File: src/rtl/rv_pipe_pkg.sv
// Shared constants for the RV pipeline front end.
package rv_pipe_pkg;

  localparam int          DEFAULT_XLEN     = 32;
  localparam int          INSTR_W          = 32;
  localparam logic [31:0] NOP_INSTR        = 32'h0000_0013;
  localparam logic [31:0] DEFAULT_RESET_PC = 32'h0000_0000;

endpackage

File: src/rtl/param_sync_fifo.sv
// Synchronous FIFO with registered storage; the head entry is read straight
// from the storage array so it is stable while the FIFO is not popped.
module param_sync_fifo #(
  parameter int WIDTH = 32,
  parameter int DEPTH = 4
) (
  input  logic                       clk,
  input  logic                       clear,
  input  logic                       push,
  input  logic [WIDTH-1:0]           din,
  input  logic                       pop,
  output logic [WIDTH-1:0]           dout,
  output logic                       full,
  output logic                       empty,
  output logic [$clog2(DEPTH+1)-1:0] count
);

  localparam int AW = (DEPTH > 1) ? $clog2(DEPTH) : 1;
  localparam int CW = $clog2(DEPTH + 1);

  logic [WIDTH-1:0] mem [DEPTH];
  logic [AW-1:0]    wr_ptr;
  logic [AW-1:0]    rd_ptr;
  logic [CW-1:0]    cnt;
  logic             do_push;
  logic             do_pop;

  // Pointers wrap explicitly so non-power-of-two depths work.
  function automatic logic [AW-1:0] next_ptr(input logic [AW-1:0] p);
    if (int'(p) == DEPTH - 1) return '0;
    return p + AW'(1);
  endfunction

  // Overflowing pushes and underflowing pops are ignored; a push into a
  // full FIFO is accepted when the head leaves in the same cycle.
  assign do_pop  = pop && (cnt != '0);
  assign do_push = push && ((int'(cnt) != DEPTH) || do_pop);

  // Control state: pointers and entry count.
  always_ff @(posedge clk) begin
    if (clear) begin
      wr_ptr <= '0;
      rd_ptr <= '0;
      cnt    <= '0;
    end else begin
      if (do_push) wr_ptr <= next_ptr(wr_ptr);
      if (do_pop)  rd_ptr <= next_ptr(rd_ptr);
      cnt <= cnt + CW'(do_push) - CW'(do_pop);
    end
  end

  // Storage write; data is not reset.
  always_ff @(posedge clk) begin
    if (do_push) mem[wr_ptr] <= din;
  end

  assign dout  = mem[rd_ptr];
  assign count = cnt;
  assign empty = (cnt == '0);
  assign full  = (int'(cnt) == DEPTH);

endmodule

File: src/rtl/fetch_prefetch_queue.sv
// Instruction-fetch front end: issues in-order requests to a variable
// latency instruction memory, queues returned words with their PC for
// decode, and flushes on execute-stage redirects.
module fetch_prefetch_queue
  import rv_pipe_pkg::*;
#(
  parameter int              XLEN     = DEFAULT_XLEN,
  parameter int              DEPTH    = 4,
  parameter int              MAX_OUT  = 2,
  parameter logic [XLEN-1:0] RESET_PC = XLEN'(DEFAULT_RESET_PC)
) (
  input  logic                       clk,
  input  logic                       rst,
  input  logic                       redirect_valid,
  input  logic [XLEN-1:0]            redirect_pc,
  output logic                       imem_req_valid,
  output logic [XLEN-1:0]            imem_req_addr,
  input  logic                       imem_req_ready,
  input  logic                       imem_rsp_valid,
  input  logic [INSTR_W-1:0]         imem_rsp_data,
  input  logic                       dec_ready,
  output logic                       dec_valid,
  output logic [INSTR_W-1:0]         dec_instr,
  output logic [XLEN-1:0]            dec_pc,
  output logic [XLEN-1:0]            dec_pc_plus4,
  output logic [$clog2(DEPTH+1)-1:0] occupancy
);

  localparam int CW = $clog2(DEPTH + 1);
  localparam int OW = $clog2(MAX_OUT + 1);
  localparam int PW = $clog2(MAX_OUT + 1);

  logic [XLEN-1:0]         fetch_pc;
  logic [OW-1:0]           outstanding;
  logic [OW-1:0]           drop_cnt;
  logic                    flush;
  logic                    space_ok;
  logic                    fire;
  logic                    rsp_keep;
  logic                    deq;

  logic [XLEN-1:0]         pend_pc;
  logic                    pend_full;
  logic                    pend_empty;
  logic [PW-1:0]           pend_count;

  logic [INSTR_W+XLEN-1:0] iq_head;
  logic                    iq_full;
  logic                    iq_empty;
  logic [CW-1:0]           iq_count;
  logic                    unused_flags;

  assign flush    = rst || redirect_valid;
  // Reserving queue space for every outstanding request means a returning
  // word always has a slot.
  assign space_ok = (int'(iq_count) + int'(outstanding) < DEPTH) &&
                    (int'(outstanding) < MAX_OUT);
  assign imem_req_valid = !rst && !redirect_valid && space_ok;
  assign imem_req_addr  = fetch_pc;
  assign fire     = imem_req_valid && imem_req_ready;
  assign rsp_keep = imem_rsp_valid && (drop_cnt == '0) && !flush;
  assign deq      = !iq_empty && dec_ready && !flush;

  param_sync_fifo #(.WIDTH(XLEN), .DEPTH(MAX_OUT)) u_pend_fifo (
    .clk   (clk),
    .clear (flush),
    .push  (fire),
    .din   (fetch_pc),
    .pop   (rsp_keep),
    .dout  (pend_pc),
    .full  (pend_full),
    .empty (pend_empty),
    .count (pend_count)
  );

  param_sync_fifo #(.WIDTH(INSTR_W + XLEN), .DEPTH(DEPTH)) u_instr_queue (
    .clk   (clk),
    .clear (flush),
    .push  (rsp_keep),
    .din   ({imem_rsp_data, pend_pc}),
    .pop   (deq),
    .dout  (iq_head),
    .full  (iq_full),
    .empty (iq_empty),
    .count (iq_count)
  );

  assign unused_flags = ^{pend_full, pend_empty, pend_count, iq_full};

  // Fetch PC: reset, word-aligned redirect target, or advance on fire.
  always_ff @(posedge clk) begin
    if (rst) begin
      fetch_pc <= RESET_PC;
    end else if (redirect_valid) begin
      fetch_pc <= {redirect_pc[XLEN-1:2], 2'b00};
    end else if (fire) begin
      fetch_pc <= fetch_pc + XLEN'(4);
    end
  end

  // Outstanding and stale-response counters. Outstanding already includes
  // responses owed to earlier redirects, so on a redirect every response not
  // returning this cycle becomes stale.
  always_ff @(posedge clk) begin
    if (rst) begin
      outstanding <= '0;
      drop_cnt    <= '0;
    end else begin
      outstanding <= outstanding + OW'(fire) - OW'(imem_rsp_valid);
      if (redirect_valid) begin
        drop_cnt <= outstanding - OW'(imem_rsp_valid);
      end else if (imem_rsp_valid && (drop_cnt != '0)) begin
        drop_cnt <= drop_cnt - OW'(1);
      end
    end
  end

  assign dec_valid    = !iq_empty && !rst;
  assign dec_instr    = dec_valid ? iq_head[XLEN +: INSTR_W] : NOP_INSTR;
  assign dec_pc       = dec_valid ? iq_head[XLEN-1:0] : '0;
  assign dec_pc_plus4 = dec_pc + XLEN'(4);
  assign occupancy    = rst ? '0 : iq_count;

endmodule

File: config.mk
export PLATFORM = sky130hd
export DESIGN_NAME = fetch_prefetch_queue
export DESIGN_NICKNAME = d
export VERILOG_FILES = /design/src/rtl/rv_pipe_pkg.sv /design/src/rtl/param_sync_fifo.sv /design/src/rtl/fetch_prefetch_queue.sv
export SDC_FILE = /design/constraint.sdc
export NUM_CORES = 1
export LEC_CHECK = 0
export ABC_AREA = 1
export CORE_MARGIN = 2
export CORE_UTILIZATION = 25
export CTS_CLUSTER_SIZE = 30
export DETAILED_ROUTE_END_ITERATION = 8
export SLEW_MARGIN = 20
export SYNTH_ARGS = -nofsm -noshare
export SYNTH_HDL_FRONTEND = slang
export SYNTH_HIERARCHICAL = 1
export SYNTH_SLANG_ARGS = --single-unit
File: constraint.sdc
create_clock -name clk -period 4.9 [get_ports clk]
set_input_delay 0.98 -clock clk [delete_from_list [all_inputs] [get_ports clk]]
set_output_delay 0.98 -clock clk [all_outputs]
set_load 0.01 [all_outputs]
==> Word-level counts from Yosys, hierarchy flattened <==
Memories as Yosys holds them, arrays and structs flattened. A register that Yosys moved wholly into a read port is not among the register bits.
Index checks and enable logic that the tools add are counted.
{ "op_classes": {"n_reduce_logical": 29, "n_addsub": 15, "mux": 35, "n_eq_ne": 4, "order_cmp": 2} }
{ "ops": {"columns": ["cell", "count"], "rows": [
  ["$mux W32", 4],
  ["$add A32 B3 Y32 const B", 2],
  ["$mux W1", 22],
  ["$mux W2", 8],
  ["$logic_and A1 B1 Y1", 14],
  ["$reduce_bool A2 Y1", 4],
  ["$sub A2 B1 Y2", 3],
  ["$add A2 B1 Y2", 2],
  ["$add A2 B1 Y2 const B", 2],
  ["$add A3 B2 Y4", 1],
  ["$eq A2 B1 Y1 const B", 2],
  ["$logic_not A1 Y1", 4],
  ["$lt A4 B3 Y1 const B", 1],
  ["$add A3 B1 Y3", 1],
  ["$logic_not A3 Y1", 1],
  ["$logic_or A1 B1 Y1", 3],
  ["$mux W3", 1],
  ["$ne A3 B3 Y1 const B", 1],
  ["$reduce_bool A3 Y1", 1],
  ["$sub A3 B1 Y3", 1],
  ["$add A1 B1 Y1 const B", 2],
  ["$logic_not A2 Y1", 1],
  ["$lt A2 B2 Y1 const B", 1],
  ["$ne A2 B2 Y1 const B", 1],
  ["2 further kinds", 2]
]} }
{ "word_totals": {"input_bits": 70, "mem_count": 2, "register_bits": 47, "output_inout_bits": 133, "ramBits": 320, "wordCells": 97} }
{ "mem_list": {"columns": ["name", "depth", "width", "rd", "rd_ports_with_merged_regs", "wr", "line", "text"], "rows": [
  ["u_instr_queue.mem", 4, 64, 1, 1, 1, "param_sync_fifo.sv:21", "logic [WIDTH-1:0] mem [DEPTH];"],
  ["u_pend_fifo.mem", 2, 32, 1, 1, 1, "param_sync_fifo.sv:21", null]
]} }

==> Longest topological paths before layout <==
Gate-level depths: netlist of the first run.
{ "logic_depth": {"word_depth": 10, "mapped_depth": 18, "ltp_nobuf": 16} }

==> Cells and area by module <==
Netlist of the first run, hierarchy kept.
{ "modules_own_cells": {"columns": ["mod", "area_per_inst_um2", "seq_area_each_um2", "instances", "cells_each"], "rows": [
  ["param_sync_fifo (u_instr_queue)", 9997.1, 7867.5, 1, 689],
  ["fetch_prefetch_queue", 4076.4, 680.7, 1, 781],
  ["param_sync_fifo (u_pend_fifo)", 2722.6, 2021.9, 1, 143]
]} }

==> Least setup slack after synthesis of the first run <==
No wires, ideal clock.
{ "synth_timing": {"kind": "input to register", "start": "input port redirect_valid", "end": "memory u_instr_queue/mem[0][0] (netlist bit) (enable)", "stages": 8, "required_ns": 4.414, "t_arrival_ns": 4.691, "path_slack_ns": -0.277, "n_path_buf": 1, "setup_time_ns": 0.486, "path_cell_list": "clkinv_1 -> clkbuf_1 -> nand2_1 -> nor2_1 -> inv_1 -> nand3_1 -> nand2_1 -> nor2_1"} }
{ "synth_between": {"elab_chain_len": 8, "elab_cells_between_ends": 9, "classes_between": "mux: 2; reduce/logical: 7"} }
{ "synth_lines": {"columns": ["element", "line", "text"], "rows": [
  ["from (decl)", "fetch_prefetch_queue.sv:14", "input logic redirect_valid,"],
  ["$logic_or A1 B1 Y1", "fetch_prefetch_queue.sv:53", "assign flush = rst || redirect_valid;"],
  ["$logic_not A1 Y1", "fetch_prefetch_queue.sv:62", "assign deq = !iq_empty && dec_ready && !flush;"],
  ["$logic_and A1 B1 Y1", "fetch_prefetch_queue.sv:62", null],
  ["net deq", "fetch_prefetch_queue.sv:40", "logic deq;"],
  ["$logic_and A1 B1 Y1", "param_sync_fifo.sv:36", "assign do_pop = pop && (cnt != '0);"],
  ["$logic_or A1 B1 Y1", "param_sync_fifo.sv:37", "assign do_push = push && ((int'(cnt) != DEPTH) || do_pop);"],
  ["$logic_and A1 B1 Y1", "param_sync_fifo.sv:37", null],
  ["$mux W1", "param_sync_fifo.sv:54", "if (do_push) mem[wr_ptr] <= din;"],
  ["$mux W1 (not written as such)", "param_sync_fifo.sv:54", null],
  ["to (decl)", "param_sync_fifo.sv:21", null]
]} }
The timed path passes the listed nets, and every way through them passes these cells.

==> Final worst setup path of the first run <==
{ "layout_timing": {"start": "input port rst", "end": "output port dec_pc_plus4[10]"} }
{ "layout_between": {"elab_chain_len": 4} }
{ "layout_lines": {"columns": ["element", "line", "text"], "rows": [
  ["from (decl)", "fetch_prefetch_queue.sv:13", "input logic rst,"],
  ["$logic_not A1 Y1", "fetch_prefetch_queue.sv:118", "assign dec_valid = !iq_empty && !rst;"],
  ["$logic_and A1 B1 Y1", "fetch_prefetch_queue.sv:118", null],
  ["$mux W32", "fetch_prefetch_queue.sv:120", "assign dec_pc = dec_valid ? iq_head[XLEN-1:0] : '0;"],
  ["$add A32 B3 Y32", "fetch_prefetch_queue.sv:121", "assign dec_pc_plus4 = dec_pc + XLEN'(4);"],
  ["to (decl)", "fetch_prefetch_queue.sv:25", "output logic [XLEN-1:0] dec_pc_plus4,"]
]} }
Every way passes these cells.

==> results of run 1 <==
through the flow:
step                      instance area (um^2)  std cells  total power, mW
final                                    21200       2739             6.78
after CTS                                21100       2738             6.88
after global routing                     21200       2739             7.03
after floorplan                          16800       1617             3.72
after global placement                   19900       2666             3.89
after detailed placement                 19900       2666             3.90
power by group through the flow:
stage / registers [mW] / logic, mW / clock network (mW)
final: 3.50 / 0.327 / 2.95
after global routing: 3.51 / 0.363 / 3.16
after floorplan: 3.56 / 0.157 / 0
after detailed placement: 3.57 / 0.330 / 0
after global placement: 3.57 / 0.324 / 0
after CTS: 3.50 / 0.332 / 3.04
state kept, by name, summed over array words and instances (netlist names), named ones only:
signal and flops:
u_instr_queue/mem 256, u_pend_fifo/mem 64, imem_req_addr 30, u_instr_queue/count 3, drop_cnt 2, outstanding 2
u_instr_queue/rd_ptr 2, u_instr_queue/wr_ptr 2, u_pend_fifo/count 2, u_pend_fifo/rd_ptr 1, u_pend_fifo/wr_ptr 1
cells in the final DEF, fill, tap and decap left out, types with 13 or more instances in the layout:
cell,n
a21oi_1,30
buf_4,39
clkbuf_16,40
clkdlybuf4s50_1,198
dfxtp_1,45
edfxtp_1,320
ha_1,14
inv_1,153
mux2_4,30
nand2_1,288
nand3_1,67
nor2_1,285
nor2_2,19
o21ai_0,84
o21ai_1,56
o22ai_1,64
xor2_1,13
per-layer routing:
metal | up-vias | global-route usage [%] | wire (um)
met2 | 415 | 20.2 | 20000
met4 | 0 | 3.52 | 777
met5 | - | 0 | 0
met3 | 47 | 2.65 | 3340
met1 | 5837 | 18.4 | 21600
li1 | 5889 | - | -
final cells by class:
class | count | share of cell area (%)
Sequential cell | 368 | 49.9
Timing Repair Buffer | 246 | 11.6
Tap cell | 873 | 5.16
Clock buffer | 47 | 4.85
Inverter | 162 | 2.92
Multi-Input combinational cell | 1018 | 24.4
Clock inverter | 25 | 1.16
how the worst max path moves through the flow:
stage	endpoint	depth (start not counted)	slack, ns
floorplan	u_instr_queue/mem[0][0]	8	-0.28
global placement	dec_pc_plus4[10]	12	0.12
detailed placement	dec_pc_plus4[10]	12	0.11
CTS	dec_pc_plus4[31]	11	0.01
global route	dec_pc_plus4[31]	12	0.002
finish	dec_pc_plus4[10]	12	0.14
worst max-delay path: cells and delay by family:
kind	cells	cell delay, ns
xor+xnor	1	0.30
fa+ha+maj	1	0.16
buf+inv	5	1.47
simple gates	5	0.87
timing repair:
action                                  CTS  global route
hold buffers                              0             0
endpoints found under the setup margin    1            14
hold endpoints to repair                  0             0
pin swaps                                 0             0
resized for setup                         1             5
setup buffers                             0             1
==> results.yml, run 1 <==
status:
  status: "finished clean"
pwr:
  power.internal_mw: 5.32
  power.switching_mw: 1.46
  powerDensity_mw_per_mm2: 320
  power_frac_seq_pct: 51.7
  p_leak_nw: 7.62
  power_switching_share_pct: 21.5
  pwr-share-clk_pct: 43.5
  peakVddDrop_uv: 204
  pwr-share-comb_pct: 4.8
worst_setup_path:
  crit_fanout: 4
  reg2reg_to: "u_instr_queue/mem[3][25]"
  cp_slowest_cell: "clkdlybuf4s50_1"
  cp-end-kind: "output pin"
  startpoint: "rst"
  cp.required_ns: 3.92
  crit_top_cell: "clkdlybuf4s50_1"
  reg2regPathDepth: 11
  crit_path_max_incr_delay_ns: 0.61
  reg2reg_from: "u_instr_queue/count[1]"
  crit_chain: "clkdlybuf4s50_1 > nor2_4 > nand2_2 > inv_2 > ha_1 > nand2_1 > nor2_2 > inv_1 > nor2_1 > buf_4 > xor2_1 > clkdlybuf4s50_1"
  start_kind: "input port"
  worstSetupPathType: "in2out"
  r2r_slack_ns: 2.05
  cp.arrival_ns: 3.78
job:
  maxCapViolations: 0
clock_network:
  clk_path_buf_depth: 3
  cts.sinks: 368
  h-tree-depth: 2
  clk_latency_ns: 0.57
  cts_buffers: 40
  cts_tree: "yes"
  clk_pin_slew_ns: 0.06
  cts_root_buf: "clkbuf_16"
die:
  core_mm2: 0.0668
  start_util_pct: 25.1
  dieArea_mm2: 0.0693
  pin_count: 203
  die_height_um: 263
  rows: 95
  die_w_um: 263
placement:
  port_buffers: 198
  dp_slack_ns: 0.107
  place_hpwl_um: 30700
  gp_congestion: 0.876
finish:
  regArea_mm2: 0.0106
  nets: 1921
  utilization_pct: 31.7
  fillers: 6731
  multi_input_area_mm2: 0.00516
  antennaDiodeCount: 0
  area_growth_pct: 26.1
  drive_gt1_share_pct: 10.6
route:
  vias_per_cell: 4.45
  routedWlPerCell_um: 16.7
  drt_iter0_markers: 898
  first_pass_iters: 5
  wl_um: 45700
  drc: 0
  detail-route-antenna-nets: 0
  num_vias: 12200
global_route:
  grt_overflow: 0
  grt_pass1_wl_um: 70100
  grt_pass1_vias: 11900
  antenna_found_initial: 0
  grt_max_degree: 65
  globalRouteTotalUtil_pct: 13.0
logic_synthesis:
  syn_inst: 1612
  avgSynthCellArea_um2: 10.4
  yosys_warnings: 6
  synth_area_mm2: 0.0168
timing:
  slew_violations: 0
  max_freq_ghz: 0.210
  finalWorstSetupSlack_ns: 0.139
  rsz0062_at_grt: "no"
  hold_viol_final: 0
  fin_skew_ns: 0.0295
  tightest_slew_ns: 1.08
  setup_viol_count_final: 0
  hold_ws_ns: 0.514
  relSlewSlack_pct: 27.8
  finalCritPeriodShare_pct: 97.2
  tns_ns: 0
  fin_crit_ns: 4.76
worst_hold_path:
  worstHoldStart: "u_pend_fifo/rd_ptr"
  hold_depth: 2
  hp-class: "reg2reg"
(Power assumes the default switching activity.)
==> inputs of run 2 (changes only) <==
- CTS_CLUSTER_SIZE: 30 -> 14
- RECOVER_POWER: unset -> 100
==> results.yml, run 2 (same netlist as run 1, synthesis figures left out) <==
clock_network:
  cts_tree: "yes"
  cts.sinks: 368
  clk_path_buf_depth: 3
  cts_root_buf: "clkbuf_16"
  cts_buffers: 40
  clk_pin_slew_ns: 0.06
  postCtsHoldBufs: 0
  h-tree-depth: 2
  clk_latency_ns: 0.57
timing:
  hold_ws_ns: 0.514
  setup_viol_count_final: 0
  rsz0062_at_grt: "no"
  finalCritPeriodShare_pct: 97.4
  hold_viol_final: 0
  slew_violations: 33
  tightest_slew_ns: 1.53
  max_freq_ghz: 0.210
  fin_skew_ns: 0.0303
  relSlewSlack_pct: -1.99
  fin_crit_ns: 4.77
pwr:
  powerDensity_mw_per_mm2: 322
  peakVddDrop_uv: 204
  p_leak_nw: 7.78
  p_total_mw: 6.76
die:
  rows: 95
  die_height_um: 263
  die_w_um: 263
  dieArea_mm2: 0.0693
  core_mm2: 0.0668
  pin_count: 203
  start_util_pct: 25.1
route:
  num_vias: 12200
  detail-route-antenna-nets: 0
  routedWlPerCell_um: 16.7
  first_pass_iters: 5
  wl_um: 45800
  drt_iter0_markers: 926
  drc: 0
  vias_per_cell: 4.44
worst_setup_path:
  cp.arrival_ns: 3.79
  worstSetupPathType: "in2out"
  crit_fanout: 4
  cp.required_ns: 3.92
  critPathBufInv: 5
  crit_family: "buffers and inverters"
  cp_slowest_cell: "clkdlybuf4s50_1"
  crit_chain: "clkdlybuf4s50_1 > nor2_4 > nand2_2 > inv_2 > ha_1 > nand2_1 > nor2_2 > inv_1 > nor2_1 > buf_4 > xor2_1 > clkdlybuf4s50_1"
  cp-end-kind: "output pin"
  start_kind: "input port"
  crit_top_cell: "clkdlybuf4s50_1"
  crit_path_max_incr_delay_ns: 0.61
worst_hold_path:
  hp-class: "reg2reg"
placement:
  place_inst: 2666
  port_buffers: 198
  gp_congestion: 0.876
  place_hpwl_um: 30700
finish:
  top_register: "u_instr_queue/mem"
  largest_register_ffs: 256
  fillers: 6772
  drive_gt1_share_pct: 8.04
  stdcell_count: 2740
  area_growth_pct: 24.9
  layout_common_cells: "320 x edfxtp_1, 292 x nand2_1, 289 x nor2_1, 154 x inv_1, 118 x dlygate4sd3_1"
  layout_commonest_cell: "edfxtp_1"
  nets: 1921
global_route:
  grt_pass1_vias: 11900
  antenna_found_initial: 0
  globalRouteTotalUtil_pct: 13.0
  grt_overflow: 0
  grt_max_degree: 65
  grt_pass1_wl_um: 70100
status:
  violations: "max-capacitance violations, max-slew violations"
  status: "complete, but fails checks"
job:
  maxCapViolations: 2
run 2: changes by cell type in the layout (fill, tap and decap cells not counted), sizes merged:
cell | previous run | this run
dlygate4sd3 | 0 | 118
clkbuf | 47 | 57
clkdlybuf4s50 | 198 | 80
diode | 0 | 1
buf | 48 | 38
run 2: routing by layer:
metal	track usage, %	vias up	share of wire [%]
met5	0	-	0
met3	2.65	54	6.8
li1	-	5886	-
met2	20.2	406	43
met4	3.52	0	1.8
met1	18.4	5833	48
run 2: worst paths after layout:
check             depth (start not counted)  slack, ns                        to              startpoint
setup / recovery                         12       0.13          dec_pc_plus4[10]                     rst
hold reg to reg                           2       0.51                 flip-flop      u_pend_fifo/rd_ptr
hold / removal                            2       0.51                 flip-flop      u_pend_fifo/rd_ptr
setup reg to reg                         11       1.54  u_instr_queue/mem[3][29]  u_instr_queue/count[1]
run 2: power by group:
group	internal (mW)	leakage (nW)	total (mW)	switching, mW
combinational	0.129	3.89	0.305	0.175
clock	1.72	0.606	2.95	1.23
sequential	3.45	3.28	3.50	0.0516
total	5.30	7.78	6.76	1.46
run 2: final cells by class:
class / count / area, um^2 / area share (%)
Antenna cell: 1 / 2.50 / 0.0119
Clock buffer: 47 / 1030 / 4.90
Clock inverter: 25 / 245 / 1.17
Inverter: 162 / 618 / 2.95
Multi-Input combinational cell: 1018 / 5030 / 24.0
Sequential cell: 368 / 10600 / 50.4
Tap cell: 873 / 1090 / 5.21
Timing Repair Buffer: 246 / 2390 / 11.4
run 2: worst min-delay path, stage by stage (launching register included):
cell and delay [ns]:
dfxtp_1 0.33, nor2_1 0.06, nor2_1 0.08
run 2: per-stage QoR:
stage	setup WS [ns]	utilization [%]	cell area [um^2]	setup TNS [ns]
after CTS	0.0114	31.6	21100	0
after detailed placement	0.107	29.7	19900	0
final	0.129	31.4	21000	0
after floorplan	-0.277	-	16800	-71.03
after global routing	0.00256	31.4	21000	0
after global placement	0.120	29.7	19900	0
run 2: timing repair:
action	4_1_cts	5_1_grt
resized for setup	1	5
setup buffers	0	1
endpoints found under the setup margin	1	14
==> inputs of run 3 (changes only) <==
- clock period: 4.9 -> 4.6 ns (I/O delays scaled with it)
==> results.yml, run 3 (same netlist as run 1, synthesis figures left out) <==
route:
  wl_um: 46300
  num_vias: 12300
  detail-route-antenna-nets: 0
  drc: 0
  routedWlPerCell_um: 16.7
  vias_per_cell: 4.44
  drt_iter0_markers: 901
  first_pass_iters: 5
die:
  core_mm2: 0.0668
  pin_count: 203
  start_util_pct: 25.1
  die_height_um: 263
  die_w_um: 263
  dieArea_mm2: 0.0693
  rows: 95
timing:
  setup_viol_count_final: 0
  rsz0062_at_grt: "yes"
  max_freq_ghz: 0.228
  fin_skew_ns: 0.0225
  fin_crit_ns: 4.38
  hold_viol_final: 0
  tightest_slew_ns: 1.43
  slew_violations: 0
  relSlewSlack_pct: 4.79
  finalCritPeriodShare_pct: 95.3
job:
  maxCapViolations: 0
finish:
  stdcell_count: 2776
  layout_common_cells: "320 x edfxtp_1, 291 x nand2_1, 285 x nor2_1, 153 x inv_1, 129 x clkdlybuf4s50_1"
  regArea_mm2: 0.0106
  largest_register_ffs: 256
  area_growth_pct: 27.3
  nets: 1951
  layout_commonest_cell: "edfxtp_1"
  fillers: 6779
  drive_gt1_share_pct: 10.8
  multi_input_area_mm2: 0.00508
  final_area_mm2: 0.0214
  top_register: "u_instr_queue/mem"
clock_network:
  cts_buffers: 42
  cts_root_buf: "clkbuf_16"
  clk_pin_slew_ns: 0.06
  clk_latency_ns: 0.57
  cts_tree: "yes"
  cts.sinks: 368
  h-tree-depth: 2
  clk_path_buf_depth: 3
worst_setup_path:
  cp.required_ns: 3.68
  start_kind: "flip-flop"
  crit_chain: "buf_4 > o21ai_0 > o22ai_1 > inv_1 > nor2_2 > nand2_1 > nor2_1 > nand2_1 > nor2_2 > buf_4 > xor2_1 > clkdlybuf4s50_1"
  worstSetupPathType: "reg2out"
  crit_cells: 12
  cp_slowest_cell: "clkdlybuf4s50_1"
  cp-end-kind: "output pin"
  critPathBufInv: 4
  cp.arrival_ns: 3.46
  crit_fanout: 20
  crit_family: "buffers and inverters"
  reg2regPathDepth: 11
  crit_path_max_incr_delay_ns: 0.57
placement:
  port_buffers: 198
  place_inst: 2693
  place_hpwl_um: 31500
  placed_area_mm2: 0.0201
  gp_congestion: 0.898
global_route:
  grt_pass1_wl_um: 69700
  grt_pass1_vias: 12000
  antenna_found_initial: 3
  grt_max_degree: 65
  grt_overflow: 0
  globalRouteTotalUtil_pct: 13.0
pwr:
  power.internal_mw: 5.85
  pwr-share-comb_pct: 4.4
  power_switching_share_pct: 21.5
  peakVddDrop_uv: 220
  pwr-share-clk_pct: 45.5
  powerDensity_mw_per_mm2: 349
  power.switching_mw: 1.61
  p_leak_nw: 7.85
  power_frac_seq_pct: 50.0
status:
  status: "finished clean"
worst_hold_path:
  hp-class: "reg2reg"
  hold_depth: 2
run 3: cell count changes in the layout (fill, tap and decap cells not counted), moves of 4 or more:
cell,change
buf_4,+25
buf_6,+5
clkbuf_1,-4
clkdlybuf4s50_1,+49
clkinv_2,+4
dlygate4sd3_1,-51
nor2_1,-4
nor2_2,+4
o21ai_0,-16
o21ai_1,+16
o22ai_1,-9
o22ai_2,+9
run 3: area by class of cell:
type                       count  share of cell area (%)
antenna                        4                  0.0468
clock buffer                  48                    5.22
clock inverter                29                    1.40
inverter                     162                    2.93
multi-input combinational   1018                    23.8
sequential                   368                    49.5
tap                          873                    5.11
timing repair buffer         274                    12.0
run 3: layer usage:
metal  track usage, %  share of wire [%]  vias up
met4             3.40                1.8        2
met1             18.2                 48     5895
met3             2.52                5.7       61
met2             20.5                 44      394
met5                0              0.028        -
li1                 -                  -     5972
run 3: repair_timing:
action	in CTS	in global routing
hold buffers	0	0
buffers inserted	1	1
endpoints found under the setup margin	21	23
gates resized for setup	9	20
pin swaps	0	1
run 3: worst paths after layout:
path | end | from | slack (ns)
hold reg to reg | flip-flop | u_pend_fifo/rd_ptr | 0.50
setup reg to reg | u_instr_queue/mem[2][33] | u_instr_queue/count[2] | 1.12
setup / recovery | dec_pc_plus4[15] | flip-flop | 0.22
hold / removal | flip-flop | u_pend_fifo/rd_ptr | 0.50
run 3: tightest hold or removal path, cell delays in order (launching register included):
cell and delay, ns:
dfxtp_1 0.33, nor2_1 0.06, nor2_1 0.08
run 3: metrics by stage:
step	setup TNS [ns]	worst slack [ns]	hold WS [ns]	utilization, %	power (mW)
global placement	0	0.0792	0.481	30.0	4.15
floorplan	-132.47	-0.517	0.458	-	3.96
finish	0	0.218	0.504	32.0	7.46
CTS	-0.00443	-0.00443	0.510	32.2	7.57
global route	-0.0243	-0.0214	0.536	32.0	7.71
detailed placement	0	0.0567	0.494	30.0	4.16
run 3: power groups by stage:
stage / registers, mW / clock network (mW) / logic, mW
after floorplan: 3.79 / 0 / 0.167
after global placement: 3.80 / 0 / 0.347
after detailed placement: 3.80 / 0 / 0.355
after CTS: 3.73 / 3.48 / 0.358
after global routing: 3.74 / 3.60 / 0.367
final: 3.73 / 3.40 / 0.330
